==> src/rtl/tt_um_hoene_manchester_encoder_pkg.sv <==
// Shared definitions for the Manchester decoder/encoder pair of the LED daisy chain.
// Holds the encoder state encoding, the line idle level and the common pulse-width width.
package tt_um_hoene_manchester_encoder_pkg;

    typedef enum logic [1:0] {
        ST_IDLE   = 2'd0,
        ST_FIRST  = 2'd1,
        ST_SECOND = 2'd2
    } enc_state_t;

    localparam logic IDLE_LEVEL   = 1'b0;
    localparam int   DEC_PW_WIDTH = 6;

endpackage

==> src/rtl/tt_um_hoene_bit_fifo.sv <==
// 1-bit wide FIFO with first-word-fall-through read, flush and full/empty flags.
// A push on a full FIFO is accepted only when a pop happens in the same cycle.
module tt_um_hoene_bit_fifo #(
    parameter int DEPTH = 4
) (
    input  logic clk,
    input  logic rst_n,
    input  logic push,
    input  logic pop,
    input  logic flush,
    input  logic din,
    output logic dout,
    output logic full,
    output logic empty
);

    localparam int AW = $clog2(DEPTH);
    localparam int CW = AW + 1;

    logic          mem_reg [DEPTH];
    logic [AW-1:0] wr_ptr_reg;
    logic [AW-1:0] rd_ptr_reg;
    logic [CW-1:0] count_reg;
    logic          do_push;
    logic          do_pop;

    assign empty   = (count_reg == '0);
    assign full    = (count_reg == CW'(DEPTH));
    assign do_pop  = pop & ~empty & ~flush;
    assign do_push = push & ~flush & (~full | do_pop);
    assign dout    = mem_reg[rd_ptr_reg];

    // Storage carries no reset: an entry is only read after it has been written.
    always_ff @(posedge clk) begin
        if (do_push) begin
            mem_reg[wr_ptr_reg] <= din;
        end
    end

    always_ff @(posedge clk or negedge rst_n) begin
        if (!rst_n) begin
            wr_ptr_reg <= '0;
            rd_ptr_reg <= '0;
            count_reg  <= '0;
        end else if (flush) begin
            wr_ptr_reg <= '0;
            rd_ptr_reg <= '0;
            count_reg  <= '0;
        end else begin
            if (do_push) begin
                wr_ptr_reg <= wr_ptr_reg + AW'(1);
            end
            if (do_pop) begin
                rd_ptr_reg <= rd_ptr_reg + AW'(1);
            end
            count_reg <= count_reg + CW'(do_push) - CW'(do_pop);
        end
    end

endmodule

==> src/rtl/tt_um_hoene_manchester_encoder.sv <==
// Re-encodes decoded bits as Manchester symbols for the next LED of the chain,
// replaying them from a small FIFO with the half-bit width measured by the decoder.
module tt_um_hoene_manchester_encoder
    import tt_um_hoene_manchester_encoder_pkg::*;
#(
    parameter int DEPTH    = 4,
    parameter int PW_WIDTH = tt_um_hoene_manchester_encoder_pkg::DEC_PW_WIDTH
) (
    input  logic                clk,
    input  logic                rst_n,
    input  logic                in_data,
    input  logic                in_clk,
    input  logic                in_error,
    input  logic [PW_WIDTH-1:0] in_pulsewidth,
    input  logic                in_forward,
    output logic                out,
    output logic                out_busy,
    output logic                out_overflow
);

    enc_state_t          state_reg, state_next;
    logic [PW_WIDTH-1:0] hcnt_reg, hcnt_next;
    logic [PW_WIDTH-1:0] half_reg, half_next;
    logic                bit_reg, bit_next;
    logic                out_reg, out_next;
    logic                overflow_reg;
    logic                fsm_pop;
    logic                push_req;
    logic [PW_WIDTH-1:0] pw_eff;
    logic                fifo_dout;
    logic                fifo_full;
    logic                fifo_empty;

    assign push_req = in_clk & in_forward;
    assign pw_eff   = (in_pulsewidth == '0) ? PW_WIDTH'(1) : in_pulsewidth;

    tt_um_hoene_bit_fifo #(
        .DEPTH(DEPTH)
    ) u_fifo (
        .clk  (clk),
        .rst_n(rst_n),
        .push (push_req & ~in_error),
        .pop  (fsm_pop),
        .flush(in_error),
        .din  (in_data),
        .dout (fifo_dout),
        .full (fifo_full),
        .empty(fifo_empty)
    );

    always_comb begin
        state_next = state_reg;
        hcnt_next  = hcnt_reg;
        half_next  = half_reg;
        bit_next   = bit_reg;
        out_next   = out_reg;
        fsm_pop    = 1'b0;
        case (state_reg)
            ST_IDLE: begin
                out_next = IDLE_LEVEL;
                // The half width is captured only here, so a frame keeps one timing.
                if (!fifo_empty) begin
                    fsm_pop    = 1'b1;
                    bit_next   = fifo_dout;
                    half_next  = pw_eff;
                    hcnt_next  = pw_eff - PW_WIDTH'(1);
                    out_next   = ~fifo_dout;
                    state_next = ST_FIRST;
                end
            end
            ST_FIRST: begin
                if (hcnt_reg != '0) begin
                    hcnt_next = hcnt_reg - PW_WIDTH'(1);
                end else begin
                    out_next   = bit_reg;
                    hcnt_next  = half_reg - PW_WIDTH'(1);
                    state_next = ST_SECOND;
                end
            end
            ST_SECOND: begin
                if (hcnt_reg != '0) begin
                    hcnt_next = hcnt_reg - PW_WIDTH'(1);
                end else if (!fifo_empty) begin
                    fsm_pop    = 1'b1;
                    bit_next   = fifo_dout;
                    out_next   = ~fifo_dout;
                    hcnt_next  = half_reg - PW_WIDTH'(1);
                    state_next = ST_FIRST;
                end else begin
                    out_next   = IDLE_LEVEL;
                    state_next = ST_IDLE;
                end
            end
            default: begin
                out_next   = IDLE_LEVEL;
                state_next = ST_IDLE;
            end
        endcase
        if (in_error) begin
            fsm_pop    = 1'b0;
            hcnt_next  = '0;
            out_next   = IDLE_LEVEL;
            state_next = ST_IDLE;
        end
    end

    always_ff @(posedge clk or negedge rst_n) begin
        if (!rst_n) begin
            state_reg    <= ST_IDLE;
            hcnt_reg     <= '0;
            half_reg     <= '0;
            bit_reg      <= 1'b0;
            out_reg      <= IDLE_LEVEL;
            overflow_reg <= 1'b0;
        end else begin
            state_reg <= state_next;
            hcnt_reg  <= hcnt_next;
            half_reg  <= half_next;
            bit_reg   <= bit_next;
            out_reg   <= out_next;
            // A same-cycle pop frees a slot, so only a blocked push is an overflow.
            if (in_error) begin
                overflow_reg <= 1'b0;
            end else if (push_req && fifo_full && !fsm_pop) begin
                overflow_reg <= 1'b1;
            end
        end
    end

    assign out          = out_reg;
    assign out_busy     = (state_reg != ST_IDLE) | ~fifo_empty;
    assign out_overflow = overflow_reg;

endmodule

==> config.mk <==
export PLATFORM = sky130hd
export DESIGN_NAME = tt_um_hoene_manchester_encoder
export DESIGN_NICKNAME = d
export VERILOG_FILES = /design/src/rtl/tt_um_hoene_manchester_encoder_pkg.sv /design/src/rtl/tt_um_hoene_bit_fifo.sv /design/src/rtl/tt_um_hoene_manchester_encoder.sv
export SDC_FILE = /design/constraint.sdc
export NUM_CORES = 1
export LEC_CHECK = 0
export CAP_MARGIN = 30
export CORE_UTILIZATION = 45
export DETAILED_ROUTE_END_ITERATION = 16
export GPL_ROUTABILITY_DRIVEN = 0
export PLACE_DENSITY = 0.63
export SLEW_MARGIN = 30
export SYNTH_ARGS = -nofsm -noshare
export SYNTH_HDL_FRONTEND = slang
export SYNTH_SLANG_ARGS = --single-unit
==> constraint.sdc <==
create_clock -name clk -period 6.3 [get_ports clk]
set_clock_uncertainty 0.2 [all_clocks]
set_input_delay 1.26 -clock clk [delete_from_list [all_inputs] [get_ports clk]]
set_output_delay 1.26 -clock clk [all_outputs]
set_load 0.01 [all_outputs]
==> impl_metrics.json, run 1 <==
{
  "rows": 21,
  "finalCriticalPeriod_ns": 3.614,
  "hold_class": "register to register",
  "syn_to_final_growth_pct": 14.79,
  "dieArea_um2": 3971,
  "grt_use_total_pct": 18.90,
  "coreArea_um2": 3442,
  "total_power_w": 0.0009241,
  "final_nets": 200,
  "wirelength_mm": 3.322,
  "sw_frac_of_total_pct": 41.01,
  "synth_area_um2": 1675,
  "worst_ep_required_time_ns": 4.84,
  "final_core_util_pct": 55.87,
  "pwr-share-comb_pct": 52.5,
  "ir_drop_v": 0.0002010,
  "yosys.cell_count.top_type": "dfrtp_1",
  "start_kind": "register",
  "wl_per_cell_um": 15.10,
  "drtIter0Drc": 54,
  "p_leak_nw": 0.8273,
  "fin_crit_sh_pct": 57.37,
  "report.final.slew_viol_count": 0,
  "ys_types": 42,
  "cts-resized-gates": 0,
  "clkSlewWorstSetupHoldPaths_ns": 0.10,
  "vias_per_cell": 5.623,
  "min_from": "out",
  "cp_max_fo": 7,
  "insertion_delay_ns": 0.28,
  "firstDrtPassIters": 4,
  "yosysTopAreaCell": "dfrtp_1",
  "p_sw_w": 0.0003790,
  "seq_area_frac_synth_pct": 43.02,
  "cts.sinks": 28,
  "cts_buffer_depth": 2,
  "grt_pass1_wl_mm": 5.940,
  "slew_headroom_pct": 46.29,
  "pwr-share-seq_pct": 32.1,
  "diodes": 0,
  "portBuffers": 14,
  "setup-tns-final_ns": 0,
  "finalHoldViolCount": 0,
  "htreeDepth": 1,
  "grt_pass1_vias": 1217,
  "r2r_cells": 10,
  "cts_tree": "yes",
  "ys_warn_count": 0,
  "dieHeight_um": 63.02,
  "synth_edf_count": 4,
  "grt.overflow.total": 0,
  "ios": 15,
  "netlist.area_leader.share_pct": 35.85,
  "netlist_top_cells_count": "dfrtp_1, nand2_1, nor2_1",
  "syn_avg_cell_area_um2": 10.47,
  "fin_ws_ns": 2.686,
  "min_path_cells": 2,
  "cts_setup_buffers": 0,
  "drc": 0,
  "start_util_pct": 48.67,
  "drt.antenna.violating_nets": 0,
  "hold-path-endpoint": "out",
  "dp_hpwl_mm": 2.428,
  "synth-seq-cells": 28,
  "critPathKind": "register to primary output",
  "final_layout_size_suffix_gt1_share_pct": 10.92,
  "synth_cells": 160,
  "power_frac_clock_pct": 15.4,
  "async_reset_ff_share_pct": 85.71,
  "setup_viol": 0,
  "worst_slew_pin_slew_ns": 0.8056,
  "synth_ff_type": "dfrtp_1",
  "pre_cts_ws_ns": 2.415,
  "crit_path_end_kind": "primary output",
  "drv_cap": 0,
  "dp.cells": 216,
  "p_int_w": 0.0005451,
  "fin_cells": 220,
  "regToRegSetupSlack_ns": 3.25,
  "cts_root_buf": "clkbuf_8",
  "ys_top_cells_by_area": "dfrtp_1, ha_1, edfxtp_1",
  "grt_max_degree": 25,
  "cts_made_buffers": 3,
  "die_x_um": 63.02,
  "reg2reg_from": "hcnt_reg[5]",
  "fmax_ghz": 0.2767,
  "antenna_found_initial": 0,
  "vias": 1237,
  "syn-num-nets": 185,
  "power_density_nw_per_um2": 480.5,
  "status": "finished, final reports clean",
  "r2r-end": "u_fifo.count_reg[2]",
  "rsz0062_at_grt": "no",
  "arrival_ns": 2.15,
  "ctsHoldBuffers": 0
}
stage by stage:
step,cell area [um^2],hold WS (ns)
finish,1923,0.2862
global route,1923,0.3377
CTS,1923,0.2956
detailed placement,1852,0.2710
global placement,1857,0.2722
floorplan,1675,0.2495
critical path: stages (launching register included):
cell and delay (ns):
dfrtp_1 0.46, nor3_1 0.64, nand2_1 0.24, clkdlybuf4s50_1 0.53
cell usage in the layout, fill, tap and decap left out, drive strengths merged, types with 3 or more instances in the layout:
cell type	count
clkdlybuf4s50	13
xor2	3
o31ai	4
xnor2	4
nor3	4
and3	5
o21ai	7
edfxtp	4
ha	12
mux2	10
nand3	3
a31oi	4
clkbuf	3
inv	10
a21oi	4
a41oi	3
nor2	15
dfrtp	24
nand2	17
power by group through the flow:
stage               logic, W  clock network (W)  registers, W
floorplan           0.000377                  0      0.000288
global placement    0.000470                  0      0.000297
detailed placement  0.000488                  0      0.000299
CTS                 0.000489           0.000146      0.000296
global route        0.000545           0.000153      0.000307
finish              0.000485           0.000143      0.000296
logic make-up after synthesis:
family | count (synthesis) | share of synthesized area [%]
AO/OA/AOI/OAI | 33 | 15.31
XOR/XNOR | 7 | 3.660
adder cells (fa/ha/maj) | 13 | 10.16
buffers and inverters | 14 | 3.211
flip-flops | 28 | 43.02
multiplexers | 12 | 8.663
AND/OR/NAND/NOR | 53 | 15.98
per-layer routing:
| metal | GRT usage [%] | wire [um] |
|---|---|---|
| met4 | 5.233 | 21 |
| met1 | 27.23 | 1694 |
| met3 | 2.190 | 66 |
| met2 | 29.70 | 1540 |
| met5 | 0 | 0 |
cell type report:
type,count,area (um^2)
flip-flops and latches,28,720.7
inverters,10,37.54
clock buffers,3,41.29
clock inverters,1,30.03
multi-input cells,118,900.9
well taps,46,57.56
repair buffers,14,135.1
fillers,315,1519
worst max path at each step:
stage                               end  slack [ns]           startpoint
detailed placement          hcnt_reg[5]        2.41             in_error
global placement    u_fifo.count_reg[2]        2.54             in_error
CTS                            out_busy        2.67  u_fifo.count_reg[2]
floorplan           u_fifo.count_reg[2]        3.01             in_error
global route                hcnt_reg[5]        2.49             in_error
finish                         out_busy        2.69  u_fifo.count_reg[2]
No activity file was read; power rests on OpenSTA's default activity.
==> run 2, diff against run 1 <==
Clock period 6.3 ns to 3.34 ns, I/O delays scaled along.
==> run 2 against run 1 <==
Sequential power increased by 90%; highest routed layer unchanged; core utilization increased by 0.69 points; count of clock-buffer cells in the layout unchanged; worst hold slack improved by 0.010 ns; design area increased by 1.2%; total power increased by 85%; register-to-register slack got worse by 2.8 ns; worst setup slack got worse by 2.2 ns; critical endpoint is now u_fifo.count_reg[2].
==> impl_metrics.json, run 2 (synthesized netlist as in run 1, its figures left out) <==
{
  "status": "finished, final reports clean",
  "vias": 1253,
  "ios": 15,
  "wl_per_cell_um": 14.45,
  "htreeDepth": 1,
  "cts_made_buffers": 3,
  "rsz0062_at_grt": "no",
  "grt_pass1_vias": 1185,
  "rows": 21,
  "wirelength_mm": 3.266,
  "drv_cap": 0,
  "dieArea_um2": 3971,
  "total_power_w": 0.001707,
  "finalCriticalPeriod_ns": 2.871,
  "placed_area_um2": 1902,
  "grt_max_degree": 25,
  "slew_headroom_pct": 53.95,
  "die_x_um": 63.02,
  "final_common_cell": "dfrtp_1",
  "cts.sinks": 28,
  "drt.antenna.violating_nets": 0,
  "vias_per_cell": 5.544,
  "start_util_pct": 48.67,
  "finalHoldViolCount": 0,
  "dp_hpwl_mm": 2.449,
  "ir_drop_v": 0.0003700,
  "insertion_delay_ns": 0.27,
  "final_area_um2": 1947,
  "cp_max_fo": 7,
  "ctsHoldBuffers": 0,
  "firstDrtPassIters": 4,
  "hold_class": "register to register",
  "setup_viol": 0,
  "grt.overflow.total": 0,
  "whs_ns": 0.2967,
  "worst_slew_pin_slew_ns": 0.6866,
  "fin_cells": 226,
  "report.final.slew_viol_count": 0,
  "syn_to_final_growth_pct": 16.21,
  "dp.cells": 222,
  "drc": 0,
  "p_leak_nw": 0.8437,
  "crit_path_end_kind": "register",
  "cts-resized-gates": 0,
  "fillCellCount": 309,
  "dieHeight_um": 63.02,
  "grt_pass1_wl_mm": 5.706,
  "arrival_ns": 2.83,
  "coreArea_um2": 3442,
  "drtIter0Drc": 49,
  "portBuffers": 14,
  "final_cell_mix": "dfrtp_1, nand2_1, nor2_1, clkdlybuf4s50_1, ha_1",
  "power_density_nw_per_um2": 876.7,
  "setup-tns-final_ns": 0,
  "fin_crit_sh_pct": 85.95,
  "critPathKind": "register to register",
  "fmax_ghz": 0.3483,
  "diodes": 0,
  "final_nets": 206,
  "worst_ep_required_time_ns": 3.30,
  "clkSlewWorstSetupHoldPaths_ns": 0.09,
  "antenna_found_initial": 0,
  "final_layout_size_suffix_gt1_share_pct": 12.78,
  "start_kind": "register",
  "cts_setup_buffers": 0,
  "cts_buffer_depth": 2,
  "cts_root_buf": "clkbuf_8",
  "grt_use_total_pct": 18.42,
  "cts_tree": "yes"
}
## run 2: worst paths after layout
path	start	to	slack, ns	cells past startpoint
max	state_reg[0]	u_fifo.count_reg[2]	0.47	11
max in group asynchronous	rst_n	u_fifo.wr_ptr_reg[1]	2.14	2
max reg2reg	state_reg[0]	u_fifo.count_reg[2]	0.47	11
min reg2reg	out	out	0.30	2
min in group asynchronous	rst_n	half_reg[1]	0.55	2
min	out	out	0.30	2
## run 2: per-stage QoR
step	util, %	setup WS, ns
6_report	56.56	0.4691
5_1_grt	56.56	0.2443
4_1_cts	56.56	0.4801
3_5_place_dp	55.25	0.2978
3_3_place_gp	55.25	0.4719
2_1_floorplan	-	0.6469
## run 2: report_power, final
part | total, W | switching, W | internal, W
clock network | 0.000180 | 0.0000976 | 0.0000824
logic | 0.000964 | 0.000514 | 0.000449
registers | 0.000563 | 0.000103 | 0.000460
total | 0.00171 | 0.000716 | 0.000991
## run 2: area by class of cell
cell class,instances,area (um^2),share of cell area [%]
Multi-Input combinational cell,118,900.9,46.27
Sequential cell,28,720.7,37.02
Timing Repair Buffer,20,185.2,9.512
Tap cell,46,57.56,2.956
Clock buffer,3,41.29,2.121
Inverter,10,37.54,1.928
Clock inverter,1,3.754,0.1928
## run 2: critical path, stage by stage, from the launching register on
cell and delay, ns:
dfrtp_1 0.43, inv_1 0.11, ha_1 0.28, a31oi_1 0.51, nor3_1 0.12, ha_1 0.29
inv_1 0.05, ha_1 0.14, inv_1 0.05, fa_1 0.37, xnor2_1 0.17, nor2_1 0.05
## run 2: per-layer routing
metal  routed length, um  global-route usage (%)  part of all wire, %
met2                1555                   29.03                   48
met1                1572                   25.58                   48
met4                  22                   4.651                 0.67
met5                   0                       0                    0
met3                 116                   3.832                  3.6
==> run 3, diff against run 2 <==
Settings changed: RECOVER_POWER set to 25.
==> run 3 against run 2 <==
Total power barely moved; critical path type unchanged; highest routed layer unchanged; global-route usage stayed put; via count rose by 0.16%; wire length is essentially flat; register-to-register slack about the same.
==> impl_metrics.json, run 3 (synthesized netlist as in run 1, its figures left out) <==
{
  "grt_use_total_pct": 18.42,
  "p_sw_w": 0.0007155,
  "fin_ws_ns": 0.4691,
  "fin_crit_sh_pct": 85.95,
  "min_from": "out",
  "cts_made_buffers": 3,
  "crit_slowest_cell": "a31oi_1",
  "critPathKind": "register to register",
  "total_power_w": 0.001706,
  "fmax_ghz": 0.3483,
  "final_layout_size_suffix_gt1_share_pct": 12.22,
  "insertion_delay_ns": 0.27,
  "report.final.slew_viol_count": 0,
  "reg2reg_from": "state_reg[0]",
  "diodes": 0,
  "r2r-end": "u_fifo.count_reg[2]",
  "power_frac_clock_pct": 10.6,
  "critical-path-max-stage-delay_ns": 0.51,
  "hold_class": "register to register",
  "grt.overflow.total": 0,
  "start_util_pct": 48.67,
  "setup-tns-final_ns": 0,
  "worst_ep_required_time_ns": 3.30,
  "drt.antenna.violating_nets": 0,
  "grt_max_degree": 25,
  "htreeDepth": 1,
  "rows": 21,
  "syn_to_final_growth_pct": 15.98,
  "rsz0062_at_grt": "no",
  "fin_cells": 226,
  "pwr-share-seq_pct": 33.0,
  "drc": 0,
  "arrival_ns": 2.83,
  "crit_chain": "inv_1 -> ha_1 -> a31oi_1 -> nor3_1 -> ha_1 -> inv_1 -> ha_1 -> inv_1 -> fa_1 -> xnor2_1 -> nor2_1",
  "status": "finished, final reports clean",
  "sw_frac_of_total_pct": 41.94,
  "wirelength_mm": 3.263,
  "min_path_cells": 2,
  "dp.cells": 222,
  "regToRegSetupSlack_ns": 0.47,
  "vias_per_cell": 5.553,
  "slew_headroom_pct": 12.95,
  "ir_drop_v": 0.0003697,
  "grt_pass1_vias": 1185,
  "p_leak_nw": 0.8403,
  "dieHeight_um": 63.02,
  "cts-resized-gates": 0,
  "p_int_w": 0.0009905,
  "drv_cap": 0,
  "cts_setup_buffers": 0,
  "cts_buffer_depth": 2,
  "finalHoldViolCount": 0,
  "start_kind": "register",
  "pre_cts_ws_ns": 0.2978,
  "cts_root_buf": "clkbuf_8",
  "ios": 15,
  "cts.sinks": 28,
  "dieArea_um2": 3971,
  "hold-path-endpoint": "out",
  "wl_per_cell_um": 14.44,
  "portBuffers": 14,
  "finalCriticalPeriod_ns": 2.871,
  "firstDrtPassIters": 4,
  "clkSlewWorstSetupHoldPaths_ns": 0.09,
  "ctsHoldBuffers": 0,
  "final_core_util_pct": 56.45,
  "dp_hpwl_mm": 2.449,
  "grt_pass1_wl_mm": 5.706,
  "cts_tree": "yes",
  "coreArea_um2": 3442,
  "final_common_cell": "dfrtp_1",
  "drtIter0Drc": 49,
  "vias": 1255,
  "final_nets": 206,
  "crit_path_end_kind": "register",
  "antenna_found_initial": 0,
  "die_x_um": 63.02,
  "worst_slew_pin_slew_ns": 1.306,
  "setup_viol": 0,
  "final_cell_mix": "dfrtp_1, nand2_1, nor2_1, clkdlybuf4s50_1, ha_1",
  "r2r_cells": 11,
  "cp_max_fo": 7,
  "pwr-share-comb_pct": 56.4,
  "power_density_nw_per_um2": 877.9
}
==> run 3: changes by cell type in the layout (fill, tap and decap cells not counted), sizes merged <==
cell / before / now
buf: 6 / 5
clkdlybuf4s50: 14 / 13
clkbuf: 3 / 4
dlygate4sd3: 0 / 1
==> run 3: area by class of cell <==
| cell class | count | area, um^2 |
|---|---|---|
| Clock inverter | 1 | 3.754 |
| Timing Repair Buffer | 20 | 181.4 |
| Tap cell | 46 | 57.56 |
| Sequential cell | 28 | 720.7 |
| Multi-Input combinational cell | 118 | 900.9 |
| Inverter | 10 | 37.54 |
| Clock buffer | 3 | 41.29 |
| Fill cell | 310 | 1499 |
==> run 3: worst max path at each step <==
stage,start,endpoint,slack (ns)
finish,state_reg[0],u_fifo.count_reg[2],0.47
global route,state_reg[0],hcnt_reg[3],0.24
CTS,state_reg[0],u_fifo.count_reg[2],0.48
detailed placement,in_pulsewidth[1],hcnt_reg[2],0.30
global placement,in_pulsewidth[1],hcnt_reg[2],0.47
floorplan,in_error,u_fifo.count_reg[2],0.65
==> run 3: critical path: cells and delay by family, from the launching register on <==
family,cells,cell delay [ns]
adders and majority gates,4,1.08
AOI/OAI and AO/OA,1,0.51
DFF,1,0.43
buffers and inverters,3,0.21
xor gates and xnor gates,1,0.17
and+or+nand+nor,2,0.17
==> run 3: power groups by stage <==
stage	clock (W)	sequential (W)	combinational, W
final	0.000180	0.000563	0.000963
after detailed placement	0	0.000567	0.000957
after floorplan	0	0.000542	0.000711
after global routing	0.000199	0.000578	0.00108
after global placement	0	0.000562	0.000938
after CTS	0.000189	0.000562	0.000961
==> run 3: through the flow <==
| step | hold WS, ns | instance area (um^2) |
|---|---|---|
| 2_1_floorplan | 0.1724 | 1675 |
| 5_1_grt | 0.3332 | 1943 |
| 4_1_cts | 0.3098 | 1947 |
| 6_report | 0.2967 | 1943 |
| 3_5_place_dp | 0.2862 | 1902 |
| 3_3_place_gp | 0.2631 | 1902 |
==> run 3: per-layer routing <==
metal / part of all wire [%] / wire length [um] / track usage, %
met3: 3.5 / 115 / 3.832
met4: 0.67 / 22 / 4.651
met2: 48 / 1555 / 29.03
met5: 0 / 0 / 0
met1: 48 / 1570 / 25.58
==> RTL edit, RTL diff (flow settings as in run 3) <==
The 3 states of `enc_state_t` get a one-hot encoding in 3 bits.
--- a/src/rtl/tt_um_hoene_manchester_encoder_pkg.sv
+++ b/src/rtl/tt_um_hoene_manchester_encoder_pkg.sv
@@ -2,10 +2,10 @@
 // Holds the encoder state encoding, the line idle level and the common pulse-width width.
 package tt_um_hoene_manchester_encoder_pkg;
 
-    typedef enum logic [1:0] {
-        ST_IDLE   = 2'd0,
-        ST_FIRST  = 2'd1,
-        ST_SECOND = 2'd2
+    typedef enum logic [2:0] {
+        ST_IDLE   = 3'b001,
+        ST_FIRST  = 3'b010,
+        ST_SECOND = 3'b100
     } enc_state_t;
 
     localparam logic IDLE_LEVEL   = 1'b0;
Check against the original RTL: same outputs for any inputs over 10 cycles, from zero or initial values and one cycle with rst_n low; not proved beyond that.
==> RTL edit against run 3 <==
Setup slack worse by 50 ps; wire length up 0.89%; total power fell by 12%; cell count up 2.2%; critical path type unchanged; utilization rose by 0.58 points; clock power increased by 98%; cell area rose by 1.0%; non-clock buffer count unchanged; sequential cell count is 1 higher; largest power group unchanged; sequential share of layout area is 0.96 points higher; first-iteration DRC count increased by 20%; area after synthesis shrank 0.90%.
==> RTL edit: results (changes against run 3) <==
Seq cells post-synth -> 29 (was 28)
Pre-CTS setup slack -> 394 ps (was 298 ps)
Family with the most delay on the worst path -> simple AND/OR/NAND/NOR gates (was adder cells)
Worst Hold Depth -> 1 (was 2)
H-tree levels -> 2 (was 1)
Number of global-route vias before repair -> 1,277 (was 1,185)
Crit path max fanout -> 5 (was 7)
Top post-synthesis cells by area -> dfrtp_1, edfxtp_1, nor2_1, ha_1, mux2_2 (was dfrtp_1, ha_1, edfxtp_1, mux2_2, nand2_1)
Fin nets -> 204 (was 206)
Iter 0 DRT Violations -> 59 (was 49)
Clk slew on worst S/H paths -> 60 ps (was 90 ps)
Hpwl dp -> 2440 µm (was 2450 µm)
Worst R2R Path Depth -> 12 (was 11)
Post-synth ARST share -> 86.2% (was 85.7%)
Slowest cell on crit path -> nor3_1 (was a31oi_1)
CP Data Arrival Time -> 2890 ps (was 2830 ps)
GRT Util Overall -> 20.2% (was 18.4%)
Wire per inst -> 14.3 µm (was 14.4 µm)
Share of cells above drive strength 1 -> 15.1% (was 12.2%)
Syn Nets -> 183 (was 185)
CTS Buf Count -> 5 (was 3)
VDD IR max -> 0.355 mV (was 0.370 mV)
Leak Pwr -> 0.000823 µW (was 0.000840 µW)
Most instantiated cells after synthesis -> nor2_1, dfrtp_1, inv_1 (was dfrtp_1, nand2_1, nor2_1)
Status -> complete, no violations (unchanged)
Clock buffers -> 6 (was 3)
Most common cell in the synthesized netlist -> nor2_1 (was dfrtp_1)
Distinct cell type count after synthesis -> 44 (was 42)
Register share of the cell area -> 38.0% (was 37.1%)
Internal Power -> 963 µW (was 990 µW)
Worst-margin pin slew -> 1340 ps (was 1310 ps)
First-pass GRT wire length -> 5890 µm (was 5710 µm)
Post-synthesis sequential area ratio -> 45.0% (was 43.0%)
Buffering overhead -> 9.24% (was 9.34%)
Multi-input logic area -> 833 µm² (was 901 µm²)
[RTL edit: power groups by stage]
stage / Sequential [µW] / Clock (µW) / Combinational (µW)
2_1_floorplan: 527 / 0 / 444
3_3_place_gp: 548 / 0 / 577
3_5_place_dp: 555 / 0 / 598
4_1_cts: 548 / 365 / 601
5_1_grt: 565 / 382 / 672
6_report: 547 / 357 / 598
[RTL edit: metrics by stage]
| step | std cells | hold slack [ps] | instance area (µm²) |
|---|---|---|---|
| global placement | 223 | 300 | 1860 |
| global route | 231 | 342 | 1960 |
| floorplan | 163 | 172 | 1660 |
| CTS | 231 | 316 | 1970 |
| detailed placement | 223 | 297 | 1860 |
| finish | 231 | 313 | 1960 |
[RTL edit: path summary, 6_finish.rpt]
path,start,end,slack [ps]
setup / recovery,u_fifo.count_reg[1],u_fifo.count_reg[2],420
hold / removal,half_reg[3],half_reg[3],310
setup reg to reg,u_fifo.count_reg[1],u_fifo.count_reg[2],420
hold reg to reg,half_reg[3],half_reg[3],310
max in group asynchronous,rst_n,half_reg[2],1140
min in group asynchronous,rst_n,state_reg[2],1010
[RTL edit: cell families (layout without fill, tap and decap cells)]
group / count (synthesis) / count (layout) / share of synthesized area, %
simple gates: 60 / 60 / 19.2
flops: 29 / 29 / 45.0
xor+xnor: 9 / 9 / 5.20
mux: 9 / 9 / 6.78
buf+inv: 16 / 38 / 4.82
fa+ha+maj: 8 / 8 / 6.48
compound gates: 32 / 32 / 12.5
[RTL edit: metal layers]
metal	share of wire (%)	track usage, %	up-vias
li1	-	-	601
met1	49	26.7	607
met2	46	30.3	13
met3	2.7	6.20	5
met4	1.6	8.72	0
met5	0	0	-
